$ cat src/rtl/mcp23017_pkg.sv
// rtl/mcp23017_pkg.sv - MCP23017 register map, sequencer state encoding and request record
// Contents: register addresses, init-table length per chip, FSM state constants,
//           request record packed into the request FIFO, init/GPIO register lookups.
package mcp23017_pkg;

  localparam logic [7:0] REG_IODIRA = 8'h00;
  localparam logic [7:0] REG_IODIRB = 8'h01;
  localparam logic [7:0] REG_GPIOA  = 8'h12;
  localparam logic [7:0] REG_GPIOB  = 8'h13;

  localparam int INIT_STEPS_PER_CHIP = 4;

  localparam logic [2:0] S_INIT_ISSUE = 3'd0;
  localparam logic [2:0] S_INIT_WAIT  = 3'd1;
  localparam logic [2:0] S_IDLE       = 3'd2;
  localparam logic [2:0] S_ISSUE      = 3'd3;
  localparam logic [2:0] S_WAIT       = 3'd4;

  typedef struct packed {
    logic [2:0] chip;
    logic       port;
    logic [7:0] data;
  } req_t;

  function automatic logic [7:0] init_reg(input logic [1:0] step);
    case (step)
      2'd0:    return REG_IODIRA;
      2'd1:    return REG_IODIRB;
      2'd2:    return REG_GPIOA;
      default: return REG_GPIOB;
    endcase
  endfunction

  function automatic logic [7:0] gpio_reg(input logic port);
    return port ? REG_GPIOB : REG_GPIOA;
  endfunction

endpackage

$ cat src/rtl/sync_fifo.sv
// rtl/sync_fifo.sv - single-clock FIFO with wrap-bit pointers
// Ports: clk, rst_n (async active-low); push/wdata write side; pop/rdata read side
//        (rdata shows the head entry while not empty); full, empty flags.
module sync_fifo #(
  parameter int WIDTH = 12,
  parameter int DEPTH = 4
) (
  input  logic             clk,
  input  logic             rst_n,
  input  logic             push,
  input  logic [WIDTH-1:0] wdata,
  input  logic             pop,
  output logic [WIDTH-1:0] rdata,
  output logic             full,
  output logic             empty
);

  localparam int AW = $clog2(DEPTH);

  logic [WIDTH-1:0] mem [DEPTH];
  logic [AW:0]      wptr;
  logic [AW:0]      rptr;

  assign empty = (wptr == rptr);
  assign full  = (wptr[AW] != rptr[AW]) && (wptr[AW-1:0] == rptr[AW-1:0]);
  assign rdata = mem[rptr[AW-1:0]];

  always_ff @(posedge clk) begin
    if (push && !full) mem[wptr[AW-1:0]] <= wdata;
  end

  always_ff @(posedge clk or negedge rst_n) begin
    if (!rst_n) begin
      wptr <= '0;
      rptr <= '0;
    end else begin
      if (push && !full) wptr <= wptr + (AW+1)'(1);
      if (pop && !empty) rptr <= rptr + (AW+1)'(1);
    end
  end

endmodule

$ cat src/rtl/mcp23017_sequencer.sv
// rtl/mcp23017_sequencer.sv - init + queued GPIO write sequencer for MCP23017 expanders
// Ports: clk, rst_n (async active-low); req_valid/req_ready/req_chip/req_port/req_data
//        request handshake; wr_en/hardware_address/register_address/data_out/wr_done
//        writer interface; init_done, busy, err_addr, err_timeout status;
//        shadow = per-chip {GPIOB, GPIOA} copy, chip c at [16c+15:16c].
module mcp23017_sequencer
  import mcp23017_pkg::*;
#(
  parameter int NUM_CHIPS      = 1,
  parameter int FIFO_DEPTH     = 4,
  parameter int SKIP_REDUNDANT = 1,
  parameter int TIMEOUT_CYCLES = 65535
) (
  input  logic                   clk,
  input  logic                   rst_n,
  input  logic                   req_valid,
  output logic                   req_ready,
  input  logic [2:0]             req_chip,
  input  logic                   req_port,
  input  logic [7:0]             req_data,
  output logic                   wr_en,
  output logic [2:0]             hardware_address,
  output logic [7:0]             register_address,
  output logic [7:0]             data_out,
  input  logic                   wr_done,
  output logic                   init_done,
  output logic                   busy,
  output logic                   err_addr,
  output logic                   err_timeout,
  output logic [16*NUM_CHIPS-1:0] shadow
);

  localparam int         TW        = (TIMEOUT_CYCLES > 1) ? $clog2(TIMEOUT_CYCLES + 1) : 1;
  localparam logic [4:0] INIT_LAST = 5'(INIT_STEPS_PER_CHIP * NUM_CHIPS - 1);
  localparam logic [3:0] CHIP_LIM  = 4'(NUM_CHIPS);

  logic [2:0]    state;
  logic [4:0]    init_idx;
  logic [TW-1:0] tmo_cnt;
  logic          timed_out;

  logic          fifo_full;
  logic          fifo_empty;
  logic          fifo_push;
  logic          fifo_pop;
  logic [11:0]   fifo_rdata;
  req_t          head;
  logic          chip_ok;
  logic [7:0]    cur_byte;
  logic          redundant;

  assign req_ready = !fifo_full;
  assign chip_ok   = ({1'b0, req_chip} < CHIP_LIM);
  // Out-of-range chips are accepted (handshake completes) but never stored.
  assign fifo_push = req_valid && req_ready && chip_ok;
  assign fifo_pop  = (state == S_IDLE) && !fifo_empty;
  assign head      = req_t'(fifo_rdata);
  assign timed_out = (TIMEOUT_CYCLES != 0) && (tmo_cnt == TW'(TIMEOUT_CYCLES));

  sync_fifo #(
    .WIDTH(12),
    .DEPTH(FIFO_DEPTH)
  ) u_fifo (
    .clk   (clk),
    .rst_n (rst_n),
    .push  (fifo_push),
    .wdata ({req_chip, req_port, req_data}),
    .pop   (fifo_pop),
    .rdata (fifo_rdata),
    .full  (fifo_full),
    .empty (fifo_empty)
  );

  always_comb begin
    cur_byte = 8'h00;
    for (int c = 0; c < NUM_CHIPS; c++) begin
      if (head.chip == 3'(c)) cur_byte = head.port ? shadow[16*c+8 +: 8] : shadow[16*c +: 8];
    end
  end

  assign redundant = (SKIP_REDUNDANT != 0) && (head.data == cur_byte);

  always_ff @(posedge clk or negedge rst_n) begin
    if (!rst_n) begin
      state            <= S_INIT_ISSUE;
      init_idx         <= '0;
      tmo_cnt          <= '0;
      wr_en            <= 1'b0;
      hardware_address <= '0;
      register_address <= '0;
      data_out         <= '0;
      init_done        <= 1'b0;
      busy             <= 1'b0;
      err_addr         <= 1'b0;
      err_timeout      <= 1'b0;
      shadow           <= '0;
    end else begin
      wr_en <= 1'b0;
      // Registered, so it reads 0 in reset and trails the FSM by one cycle.
      busy  <= (state != S_IDLE) || !fifo_empty;
      if (req_valid && req_ready && !chip_ok) err_addr <= 1'b1;

      case (state)
        S_INIT_ISSUE: begin
          hardware_address <= init_idx[4:2];
          register_address <= init_reg(init_idx[1:0]);
          data_out         <= 8'h00;
          wr_en            <= 1'b1;
          tmo_cnt          <= '0;
          state            <= S_INIT_WAIT;
        end
        S_INIT_WAIT: begin
          tmo_cnt <= tmo_cnt + TW'(1);
          if (wr_done || timed_out) begin
            if (!wr_done) err_timeout <= 1'b1;
            if (init_idx == INIT_LAST) begin
              init_done <= 1'b1;
              state     <= S_IDLE;
            end else begin
              init_idx <= init_idx + 5'd1;
              state    <= S_INIT_ISSUE;
            end
          end
        end
        S_IDLE: begin
          if (!fifo_empty && !redundant) begin
            hardware_address <= head.chip;
            register_address <= gpio_reg(head.port);
            data_out         <= head.data;
            wr_en            <= 1'b1;
            // Shadow is visible in the same cycle the strobe is presented.
            for (int c = 0; c < NUM_CHIPS; c++) begin
              if (head.chip == 3'(c)) begin
                if (head.port) shadow[16*c+8 +: 8] <= head.data;
                else           shadow[16*c +: 8]   <= head.data;
              end
            end
            state <= S_ISSUE;
          end
        end
        S_ISSUE: begin
          tmo_cnt <= '0;
          state   <= S_WAIT;
        end
        S_WAIT: begin
          tmo_cnt <= tmo_cnt + TW'(1);
          if (wr_done || timed_out) begin
            if (!wr_done) err_timeout <= 1'b1;
            state <= S_IDLE;
          end
        end
        default: state <= S_IDLE;
      endcase
    end
  end

endmodule

$ cat config.mk
export PLATFORM = sky130hd
export DESIGN_NAME = mcp23017_sequencer
export DESIGN_NICKNAME = d
export VERILOG_FILES = /design/src/rtl/mcp23017_pkg.sv /design/src/rtl/sync_fifo.sv /design/src/rtl/mcp23017_sequencer.sv
export SDC_FILE = /design/constraint.sdc
export NUM_CORES = 1
export LEC_CHECK = 0
export CAP_MARGIN = 30
export CORE_MARGIN = 4
export CORE_UTILIZATION = 55
export DETAILED_ROUTE_END_ITERATION = 16
export PLACE_DENSITY_LB_ADDON = 0.2
export SETUP_SLACK_MARGIN = 0.05
export SYNTH_ARGS = -nofsm -noshare
export SYNTH_HDL_FRONTEND = slang
export SYNTH_SLANG_ARGS = --single-unit
$ cat constraint.sdc
create_clock -name clk -period 7.3 [get_ports clk]
set_input_delay 1.095 -clock clk [delete_from_list [all_inputs] [get_ports clk]]
set_output_delay 1.095 -clock clk [all_outputs]
set_load 0.005 [all_outputs]
==> results_dict.tcl <==
set metrics [dict create \
    status "complete, no violations" \
    worstSetupEndpointType "flip-flop" \
    ys_warn_count 0 \
    leakage_nw 2.36 \
    synthDistinctLibCells 57 \
    drc_errors 0 \
    worst_slack_ns 3.52 \
    busiest_layer "met2" \
    p_sw_w 0.000793 \
    post_dp_cell_area_um2 5830 \
    htreeDepth 3 \
    fill_cells 709 \
    fin_crit_sh_pct 51.8 \
    routedWlPerCell_um 17.7 \
    multiInputGateArea_um2 2030 \
    grt_pass1_vias 3466 \
    cts_buffer_depth 2 \
    hold_viol 0 \
    synthCells 406 \
    cts.hold.buffers_added 0 \
    clk_latency_ns 0.38 \
    crit_top_cell "nor3_2" \
    drive_gt1_share_pct 11.9 \
    synth.avg_cell_area_um2 12.9 \
    syn-cell-area_um2 5230 \
    tightest_slew_ns 0.883 \
    nNetsFinal 481 \
    drv_cap 0 \
    core_area_um2 9240 \
    drv_slew 0 \
    cts_buffers 9 \
    routabilityCongestion 0.804 \
    drtPass1Iterations 4 \
    antenna_found_initial 0 \
    synth-edff-count 48 \
    mostFrequentLayoutCells "dfrtp_1, clkdlybuf4s50_1, edfxtp_1" \
    start_util_pct 56.6 \
    crit_path_max_fanout 19 \
    instances_no_fill 590 \
    peakVddDrop_v 0.000193 \
    worst_path_max_delay_cell "dfrtp_1" \
    synth.ff_latch_count 112 \
    power_switching_share_pct 37.2 \
    final_design_area_no_fill_um2 6070 \
    grt_max_degree 65 \
    ff_latch_area_um2 3040 \
    port_buffers 51 \
    gr-usage-met3_pct 4.59 \
    ys_top_cells_by_area "dfrtp_1, edfxtp_1, mux4_2" \
    finClkSkew_ns 0.0208 \
    finalSetupViolations 0 \
    post-place-ws_ns 3.20 \
    antenna_left 0 \
    clockPowerShare_pct 17.5 \
    design.die.area_um2 11100 \
    rsz0062_at_grt "false" \
    max_slew_margin_pct 41.1 \
    final_common_cell "dfrtp_1" \
    use_met1_pct 25.2 \
    ios 57 \
    clkTransAtPathRegs_ns 0.11 \
    path_cells "mux4_2, or4_1, nor3_2, inv_2, a2111oi_4, nor3_2, mux2_1" \
    critical_path_class "flip-flop to flip-flop" \
    via_count 3406 \
    power_density_nw_per_um2 351 \
    drt_iter0_drc 117 \
    drt-total-wl_mm 10.4 \
    cts-root-buf "clkbuf_8" \
    dp_cells 572 \
    min_path_type "flip-flop to flip-flop" \
    gr-total-overflow 0 \
    start_kind "flip-flop" \
    ctsResizeCount 0 \
    grt.met2_usage_pct 33.7 \
    chipWidth_um 106 \
    yosysTopAreaCellShare_pct 30.6 \
    grt_pass1_wl_mm 17.5 \
    grt_usage_pct 19.8 \
    yosysSeqAreaShare_pct 58.2 \
    cts_sinks 112 \
    row_count 35 \
    worstPathArrival_ns 4.03 \
    combPwrFrac_pct 40.2 \
    period_needed_ns 3.78 \
    n_antenna_cell 0 \
    cp_data_required_time_ns 7.55 \
    place_hpwl_mm 7.38 \
    total_power_w 0.00213 \
    postCtsSetupRepairBufs 0 \
    vias_per_cell 5.77 \
    fmax_mhz 264 \
    async_flop_share_pct 57.1 \
    cts_tree "yes" \
    ys.flop_type "dfrtp_1" \
    dieHeight_um 106 \
    yosysTopAreaCell "dfrtp_1" \
    critical_path.max_stage_delay_ns 0.89 \
    areaGrowthSynthToFinish_pct 16.0 \
    pwr-share-seq_pct 42.4 \
    intPower_w 0.00134 \
    tns_ns 0 \
]
state kept, by name, indices dropped and copies added, names as in the netlist:
register,cells
busy,1
data_out,8
err_addr,1
err_timeout,1
hardware_address,3
init_done,1
init_idx,5
register_address,2
shadow,16
state,3
tmo_cnt,16
u_fifo.mem,48
u_fifo.rptr,3
u_fifo.wptr,3
wr_en,1
worst max-delay path, delay by kind of cell, from the launching register on:
| kind | cells | cell delay [ns] |
|---|---|---|
| buf+inv | 1 | 0.06 |
| compound gates | 1 | 0.84 |
| mux | 2 | 0.86 |
| simple gates | 3 | 1.00 |
| flops | 1 | 0.89 |
area by class of cell:
cell class | instances | share of cell area (%)
flip-flops and latches | 112 | 50.1
multi-input cells | 260 | 33.5
repair buffers | 55 | 9.21
well taps | 129 | 2.66
clock buffers | 10 | 2.27
clock inverters | 6 | 1.15
inverters | 18 | 1.11
final timing paths:
check,from,to,slack (ns),cells after the start
setup / recovery,u_fifo.rptr[1],shadow[13],3.52,7
hold / removal,init_done,init_done,0.48,1
setup reg to reg,u_fifo.rptr[1],shadow[13],3.52,7
hold reg to reg,init_done,init_done,0.48,1
max in group asynchronous,rst_n,shadow[8],5.86,2
min in group asynchronous,rst_n,tmo_cnt[9],0.89,2
metal layers:
metal	part of all wire, %	routed length [um]
met1	43	4530
met2	51	5300
met3	4.0	416
met4	1.8	191
met5	0	0
power by group through the flow:
stage	Combinational (W)	Sequential, W	Clock [W]
2_1_floorplan	0.000581	0.000849	0
3_3_place_gp	0.000785	0.000937	0
3_5_place_dp	0.000808	0.000940	0
4_1_cts	0.000810	0.000927	0.000380
5_1_grt	0.000939	0.000927	0.000409
6_report	0.000856	0.000904	0.000372
cells in the mapped netlist (all sizes together) (4+ instances only):
library cell   n
xor2          12
clkbuf         7
inv           18
nand4          5
mux2i         13
nand2         28
edfxtp        48
nor2b          4
xnor2         10
a311o          8
mux4          12
and4           6
a21oi          8
or3            5
dfrtp         64
ha             9
nor3          17
o22ai          6
o21ai          8
nand3          7
and2          15
buf           13
nor2          24
mux2          18
through the flow:
step	utilization [%]	hold slack [ns]
2_1_floorplan	-	0.451
3_3_place_gp	63.0	0.447
3_5_place_dp	63.0	0.460
4_1_cts	65.3	0.484
5_1_grt	65.7	0.517
6_report	65.7	0.477
cell families after synthesis:
logic type | Yosys count | share of synthesized area, %
flip-flops | 112 | 58.2
XOR/XNOR | 22 | 3.68
AO/OA/AOI/OAI | 59 | 8.70
adder cells (fa/ha/maj) | 9 | 2.15
AND/OR/NAND/NOR | 122 | 12.3
buffers and inverters | 38 | 3.37
multiplexers | 43 | 11.5
other | 1 | 0.0717
(Power assumes the default switching activity.)
